`src/rtl/typedefs_pkg.sv`:
```
// Shared types and helpers for the LED sequencer: FSM state encoding and the
// defeat flash pattern generator.
package typedefs_pkg;

  typedef enum logic [2:0] {
    ST_IDLE,
    ST_SHOW_ON,
    ST_SHOW_GAP,
    ST_FLASH_ON,
    ST_FLASH_OFF
  } led_seq_state_t;

  localparam int MAX_LED_WIDTH = 64;

  // Alternating pattern with bit0 lit; callers truncate to their LED width.
  function automatic logic [MAX_LED_WIDTH-1:0] defeat_pattern(input int width);
    logic [MAX_LED_WIDTH-1:0] p;
    p = '0;
    for (int i = 0; i < MAX_LED_WIDTH; i++) begin
      if ((i < width) && ((i % 2) == 0)) p[i] = 1'b1;
    end
    return p;
  endfunction

endpackage

```
`src/rtl/cycle_timer.sv`:
```
// Down-counting phase timer: load N-1 on phase entry, zero flag marks the
// last cycle of the phase.
module cycle_timer #(
  parameter int W = 8
) (
  input  logic         clk,
  input  logic         rst,
  input  logic         load,
  input  logic [W-1:0] load_val,
  input  logic         dec,
  output logic         zero
);

  logic [W-1:0] count_q, count_d;

  always_comb begin
    count_d = count_q;
    if (load) begin
      count_d = load_val;
    end else if (dec && (count_q != '0)) begin
      count_d = count_q - W'(1);
    end
  end

  always_ff @(posedge clk) begin
    if (rst) count_q <= '0;
    else     count_q <= count_d;
  end

  assign zero = (count_q == '0);

endmodule

```
`src/rtl/led_sequencer.sv`:
```
// Shows one LED item per handshake (on-time then blank gap) and runs the
// victory/defeat flash sequences; done pulses once each operation completes.
module led_sequencer
  import typedefs_pkg::*;
#(
  parameter int DATA_WIDTH     = 4,
  parameter int ON_CYCLES_SLOW = 24_000_000,
  parameter int ON_CYCLES_FAST = 12_000_000,
  parameter int GAP_CYCLES     = 6_000_000,
  parameter int FLASH_CYCLES   = 12_000_000,
  parameter int FLASH_COUNT    = 3
) (
  input  logic                  clk,
  input  logic                  rst,
  input  logic                  show_valid,
  output logic                  show_ready,
  input  logic [DATA_WIDTH-1:0] item,
  input  logic                  speed,
  input  logic                  flash_req,
  input  logic                  flash_win,
  output logic [DATA_WIDTH-1:0] leds,
  output logic                  busy,
  output logic                  done
);

  localparam int MAX_A   = (ON_CYCLES_SLOW > ON_CYCLES_FAST) ? ON_CYCLES_SLOW : ON_CYCLES_FAST;
  localparam int MAX_B   = (GAP_CYCLES > FLASH_CYCLES) ? GAP_CYCLES : FLASH_CYCLES;
  localparam int MAX_CYC = (MAX_A > MAX_B) ? MAX_A : MAX_B;
  localparam int CW      = $clog2(MAX_CYC) + 1;
  localparam int PW      = $clog2(FLASH_COUNT + 1);

  localparam logic [DATA_WIDTH-1:0] DEFEAT_LEDS = DATA_WIDTH'(defeat_pattern(DATA_WIDTH));

  // Handshake: a request is taken on a clk edge where show_valid (or flash_req)
  // and show_ready are both high; show_ready is high only in IDLE outside reset.
  led_seq_state_t        state_q, state_d;
  logic [DATA_WIDTH-1:0] leds_q, leds_d;
  logic [DATA_WIDTH-1:0] item_q, item_d;
  logic                  win_q, win_d;
  logic [PW-1:0]         pairs_q, pairs_d;
  logic                  done_q, done_d;
  logic                  timer_load;
  logic [CW-1:0]         timer_val;
  logic                  timer_zero;

  cycle_timer #(.W(CW)) u_timer (
    .clk      (clk),
    .rst      (rst),
    .load     (timer_load),
    .load_val (timer_val),
    .dec      (busy),
    .zero     (timer_zero)
  );

  always_comb begin
    state_d    = state_q;
    leds_d     = leds_q;
    item_d     = item_q;
    win_d      = win_q;
    pairs_d    = pairs_q;
    done_d     = 1'b0;
    timer_load = 1'b0;
    timer_val  = '0;
    case (state_q)
      ST_IDLE: begin
        if (flash_req) begin
          win_d      = flash_win;
          pairs_d    = PW'(FLASH_COUNT);
          state_d    = ST_FLASH_ON;
          leds_d     = flash_win ? '1 : DEFEAT_LEDS;
          timer_load = 1'b1;
          timer_val  = CW'(FLASH_CYCLES - 1);
        end else if (show_valid) begin
          item_d     = item;
          state_d    = ST_SHOW_ON;
          leds_d     = item;
          timer_load = 1'b1;
          timer_val  = speed ? CW'(ON_CYCLES_FAST - 1) : CW'(ON_CYCLES_SLOW - 1);
        end
      end
      ST_SHOW_ON: begin
        leds_d = item_q;
        if (timer_zero) begin
          state_d    = ST_SHOW_GAP;
          leds_d     = '0;
          timer_load = 1'b1;
          timer_val  = CW'(GAP_CYCLES - 1);
        end
      end
      ST_SHOW_GAP: begin
        if (timer_zero) begin
          state_d = ST_IDLE;
          done_d  = 1'b1;
        end
      end
      ST_FLASH_ON: begin
        if (timer_zero) begin
          state_d    = ST_FLASH_OFF;
          leds_d     = '0;
          timer_load = 1'b1;
          timer_val  = CW'(FLASH_CYCLES - 1);
        end
      end
      ST_FLASH_OFF: begin
        if (timer_zero) begin
          pairs_d = pairs_q - PW'(1);
          if (pairs_q == PW'(1)) begin
            state_d = ST_IDLE;
            done_d  = 1'b1;
          end else begin
            state_d    = ST_FLASH_ON;
            leds_d     = win_q ? '1 : DEFEAT_LEDS;
            timer_load = 1'b1;
            timer_val  = CW'(FLASH_CYCLES - 1);
          end
        end
      end
      default: begin
        state_d = ST_IDLE;
        leds_d  = '0;
      end
    endcase
  end

  always_ff @(posedge clk) begin
    if (rst) begin
      state_q <= ST_IDLE;
      leds_q  <= '0;
      item_q  <= '0;
      win_q   <= 1'b0;
      pairs_q <= '0;
      done_q  <= 1'b0;
    end else begin
      state_q <= state_d;
      leds_q  <= leds_d;
      item_q  <= item_d;
      win_q   <= win_d;
      pairs_q <= pairs_d;
      done_q  <= done_d;
    end
  end

  assign show_ready = (state_q == ST_IDLE) && !rst;
  assign busy       = (state_q != ST_IDLE);
  assign leds       = leds_q;
  assign done       = done_q;

endmodule

```
`config.mk`:
```
export PLATFORM = sky130hd
export DESIGN_NAME = led_sequencer
export DESIGN_NICKNAME = d
export VERILOG_FILES = /design/src/rtl/typedefs_pkg.sv /design/src/rtl/cycle_timer.sv /design/src/rtl/led_sequencer.sv
export SDC_FILE = /design/constraint.sdc
export NUM_CORES = 1
export LEC_CHECK = 0
export CELL_PAD_IN_SITES_DETAIL_PLACEMENT = 0
export CELL_PAD_IN_SITES_GLOBAL_PLACEMENT = 1
export CORE_ASPECT_RATIO = 0.6
export CORE_MARGIN = 2
export CORE_UTILIZATION = 45
export CTS_CLUSTER_DIAMETER = 50
export CTS_CLUSTER_SIZE = 28
export DETAILED_ROUTE_END_ITERATION = 10
export MAX_ROUTING_LAYER = met4
export PLACE_DENSITY = 0.83
export SYNTH_ARGS = -nofsm -noshare
export SYNTH_HDL_FRONTEND = slang
export SYNTH_HIERARCHICAL = 1
export SYNTH_SLANG_ARGS = --single-unit
```
`constraint.sdc`:
```
create_clock -name clk -period 11.35 [get_ports clk]
set_clock_uncertainty 0.05 [all_clocks]
set_input_delay 3.405 -clock clk [delete_from_list [all_inputs] [get_ports clk]]
set_output_delay 3.405 -clock clk [all_outputs]
set_load 0.02 [all_outputs]
```
==> Word level (Yosys, flattened, before mapping) <==
Cells that the tools add are included.
{ "totals": {"ff_bits": 41, "input_bits": 10, "output_inout_bits": 7, "word_cells": 77} }
{ "op_classes": {"add_sub_neg": 2, "n_eq_ne": 12, "mux": 39, "n_bitwise": 2, "reduce_logical": 15} }
{ "op_table": {"columns": ["op", "n"], "rows": [
  ["one-hot mux 25 bit (4 select lines)", 1],
  ["two-way mux 25 bit", 3],
  ["two-way mux 24 bit", 3],
  ["two-way mux 26 bit", 2],
  ["two-way mux 4 bit", 8],
  ["zero test 26 bit", 1],
  ["nonzero test 26 bit", 1],
  ["subtractor 26 x 1 -> 26 bit, second input constant", 1],
  ["two-way mux 23 bit", 1],
  ["one-hot mux 4 bit (5 select lines)", 1],
  ["two-way mux 3 bit", 6],
  ["one-hot mux 3 bit (5 select lines)", 1],
  ["inequality test 2 bit, second input constant", 6],
  ["AND reduction 5 bit", 2],
  ["two-way mux 1 bit", 7],
  ["equality test 3 x 2 -> 1 bit, second input constant", 2],
  ["two-way mux 2 bit", 3],
  ["AND reduction 3 bit", 2],
  ["one-hot mux 2 bit (2 select lines)", 1],
  ["nonzero test 2 bit", 2],
  ["equality test 3 x 1 -> 1 bit, second input constant", 1],
  ["equality test 3 bit, second input constant", 1],
  ["zero test 3 bit", 1],
  ["inequality test 3 bit, second input constant", 1],
  ["other kinds (10)", 12]
]} }

==> Longest topological paths before layout <==
{ "logic_depth": {"word_depth": 5, "depth_mapped": 14, "depth_no_buf": 13} }

==> Cells and area by module <==
The synthesis kept the hierarchy.
{ "modules_own_cells": {"columns": ["module", "instances", "cells_each", "area_per_inst_um2", "seq_area_each_um2"], "rows": [
  ["cycle_timer", 1, 201, 1654.1, 520.5],
  ["led_sequencer", 1, 119, 949.7, 300.3]
]} }

==> Worst setup path before layout <==
Ideal clock, no wire load.
{ "synth_path": {"path_kind": "in2out", "from": "input rst", "to": "output show_ready", "arrival_ns": 4.152, "required_time_ns": 7.895, "slack_ns": 3.743, "cell_stages": 3, "n_path_buf": 2, "path_cell_list": "clkbuf_1 -> clkbuf_1 -> nor2_1"} }
{ "synth_via": {"elab_chain_cells": 2} }
{ "synth_rtl": {"columns": ["element", "line", "text"], "rows": [
  ["from (decl)", "led_sequencer.sv:14", "input logic rst,"],
  ["zero test 1 bit", "led_sequencer.sv:143", "assign show_ready = (state_q == ST_IDLE) && !rst;"],
  ["logical AND 1 bit", "led_sequencer.sv:143", null],
  ["to (decl)", "led_sequencer.sv:16", "output logic show_ready,"]
]} }
Every way passes these cells.

==> Final worst setup path <==
Ends and elaborated chain as after synthesis.

==> run summary <==
Period utilisation layout: 0.739
IO buf count: 16
CP top delay family: buffers and inverters
Initial antenna violation count: 0
Fin nets: 338
Area of the core: 0.00557 mm^2
Net Sw Power: 0.000179 W
Die span in y: 62.9 um
Stages on worst setup path: 4
Area fraction of the dominant cell type after synthesis: 0.315
Sw Ratio: 0.370
Placed Instances: 398
Lkg Pwr: 1.03 nW
CTS resizes: 0
Max-slew violation total from the final report: 0
CP most frequent cell: clkdlybuf4s50_1
Count of cell types in the netlist: 61
Congestion Overflow GR: 0
Final Hold Viols: 0
Clock share of power: 0.261
Worst-margin pin slew: 1.18 ns
Mapped Cells: 320
Num CTS Buffers: 5
WHS Path Cells: 2
Total global-route track usage: 0.223
Via Count: 2,372
Post-place instance area: 0.00279 mm^2
Crit. End Element: output pin
Max stage delay on crit path: 0.55 ns
Worst EP arrival: 4.94 ns
Avg Vias per Cell: 5.84
Cell taking the most area after synthesis: dfxtp_1
DIE WIDTH: 102 um
Clk slew on worst S/H paths: 0.08 ns
Per-cell routed wire length: 15.9 um
FF-to-FF setup slack: 7.10 ns
Setup Crit Path Kind: input port to output pin
Slowest CP cell: clkdlybuf4s50_1
Overall power: 0.000483 W
CTS tree: built
Setup TNS: 0 ns
Ratio of cells with drive above 1 in the final layout: 0.0736
Synth Warn #: 6
DRC violations left: 0
HP Start: win_q
Vias in the first global route: 2,011
Pre-CTS setup slack: 2.95 ns
Clock tree buffer depth: 2
Row count: 21
Postcts setup bufs: 0
Logic pwr share: 0.345
Non-filler instance count after layout: 406
Sequential area share after synthesis: 0.315
Hpwl dp: 4.49 mm
Final setup violation count: 0
Max FO, Critical Path: 46
Root buffer cell: clkbuf_8
Critical-path cell list: clkdlybuf4s50_1 > buf_4 > nor2_1 > clkdlybuf4s50_1
Drt pass-1 iters: 4
Max transition margin: 0.207
CP Launch Type: input port
Synthesized cell area: 0.00260 mm^2
Top Ports: 17
Outcome: complete, no violations
Main synth FF type: dfxtp_1
Internal power: 0.000304 W
Worst r2r src: u_timer/count_q[0]
Synth top area cells: dfxtp_1 (32%), nor2_1 (5.6%), a211oi_1 (3.2%)
Hold Crit Class: flip-flop to flip-flop
First-pass GRT wire length: 10.8 mm
Clock Sinks: 41
Worst skew pair latency: 0.30 ns
Drt initial violations: 148
Starting density of the core: 0.467
Fillcell total: 526
Yosys reg bits: 41
Fin worst setup slack: 2.96 ns
H-Tree Level Count: 2
DRT antenna net count: 0
Peak Freq: 0.119 GHz
EDFF count, synth: 0
Req. time, crit path: 7.90 ns
Syn avg cell area: 8.14 um^2
Routability cong.: 0.776
Total die area: 0.00643 mm^2
Routed WL: 6.46 mm
Post-route cell area: 0.00290 mm^2
Antenna diode count: 0
R2R depth: 9
VDD IR max: 67.8 uV
Fin crit period: 8.39 ns
Crit path launch: rst
RSZ-0062 raised after global routing: no
Largest net degree at the start of global routing: 47
Power Density: 166 mW/mm^2
Power share of the sequential group: 0.394
FFs w/ async S/R, synth: 0
Area grow syn2layout: 11.5%
Crit path buf inv count: 3
Hold_buf cts: 0
Max-cap viol count: 0
==> area by class of cell <==
cell class                 count  area (um^2)  area share
multi-input combinational    237         1610       0.553
tap                           80          100      0.0345
clock inverter                 1         30.0      0.0103
timing repair buffer          19          183      0.0629
sequential                    41          821       0.283
inverter                      21         78.8      0.0271
clock buffer                   7         86.3      0.0297
==> through the flow <==
stage                     hold WS, ns   util
after detailed placement        0.408  0.500
after floorplan                 0.386      -
after global routing            0.444  0.521
final                           0.414  0.521
after CTS                       0.421  0.521
after global placement          0.398  0.500
==> Yosys cell counts, types with 4 or more instances <==
library cell	instances
nor3_1	10
clkbuf_1	13
buf_2	7
xnor2_1	7
nor2_1	39
and3_1	4
or3_1	12
nor2b_1	11
dfxtp_1	41
o21ai_0	9
nand3_1	4
and4_1	7
o21ai_1	4
a2111oi_0	9
nor4_1	7
mux2i_1	5
a311oi_1	9
o22ai_1	4
a211oi_1	11
a21oi_1	12
or4_1	5
inv_1	20
nand2_1	12
==> sequential cells by signal, indices dropped and copies added, names as in the netlist <==
name             cells
leds                 4
state_q              3
item_q               4
pairs_q              2
done                 1
u_timer/count_q     26
win_q                1
==> power by group through the flow <==
stage	sequential, W	clock, W	combinational, W
after global routing	0.000194	0.000136	0.000185
after CTS	0.000189	0.000128	0.000165
final	0.000190	0.000126	0.000167
after detailed placement	0.000192	0	0.000164
after floorplan	0.000187	0	0.000128
after global placement	0.000192	0	0.000162
==> layout by cell type, fill, tap and decap left out, types with 8 or more instances in the layout <==
master,count
a21oi_1,12
a211oi_1,11
or3_1,12
nor3_1,10
nor2_1,39
a311oi_1,9
clkdlybuf4s50_1,16
nor2b_1,11
inv_1,20
dfxtp_1,41
a2111oi_0,9
o21ai_0,8
nand2_1,12
==> cell families after synthesis <==
| kind of cell | count (synthesis) | share of synthesized area |
|---|---|---|
| simple gates | 136 | 0.306 |
| compound gates | 84 | 0.249 |
| buf+inv | 43 | 0.0711 |
| flops | 41 | 0.315 |
| xor+xnor | 7 | 0.0235 |
| mux | 5 | 0.0192 |
| fa+ha+maj | 3 | 0.0144 |
| other cells | 1 | 0.00144 |
==> worst min-delay path: stages (launching register included) <==
cell and delay, ns:
dfxtp_1 0.32, nand2_1 0.05, a21oi_1 0.05
==> path summary, 6_finish.rpt <==
check	end
worst max-delay path	show_ready
worst min-delay path	win_q
worst max register to register	u_timer/count_q[2]
worst min register to register	win_q
==> metal layers <==
layer,share of wire,up-vias,track usage,routed length (um)
met5,0,-,-,0
met4,0.011,0,0.0667,74
met3,0.063,8,0.0436,408
met2,0.35,71,0.243,2260
met1,0.57,1089,0.378,3710
li1,-,1204,-,-
No activity file was read; power rests on OpenSTA's default activity.
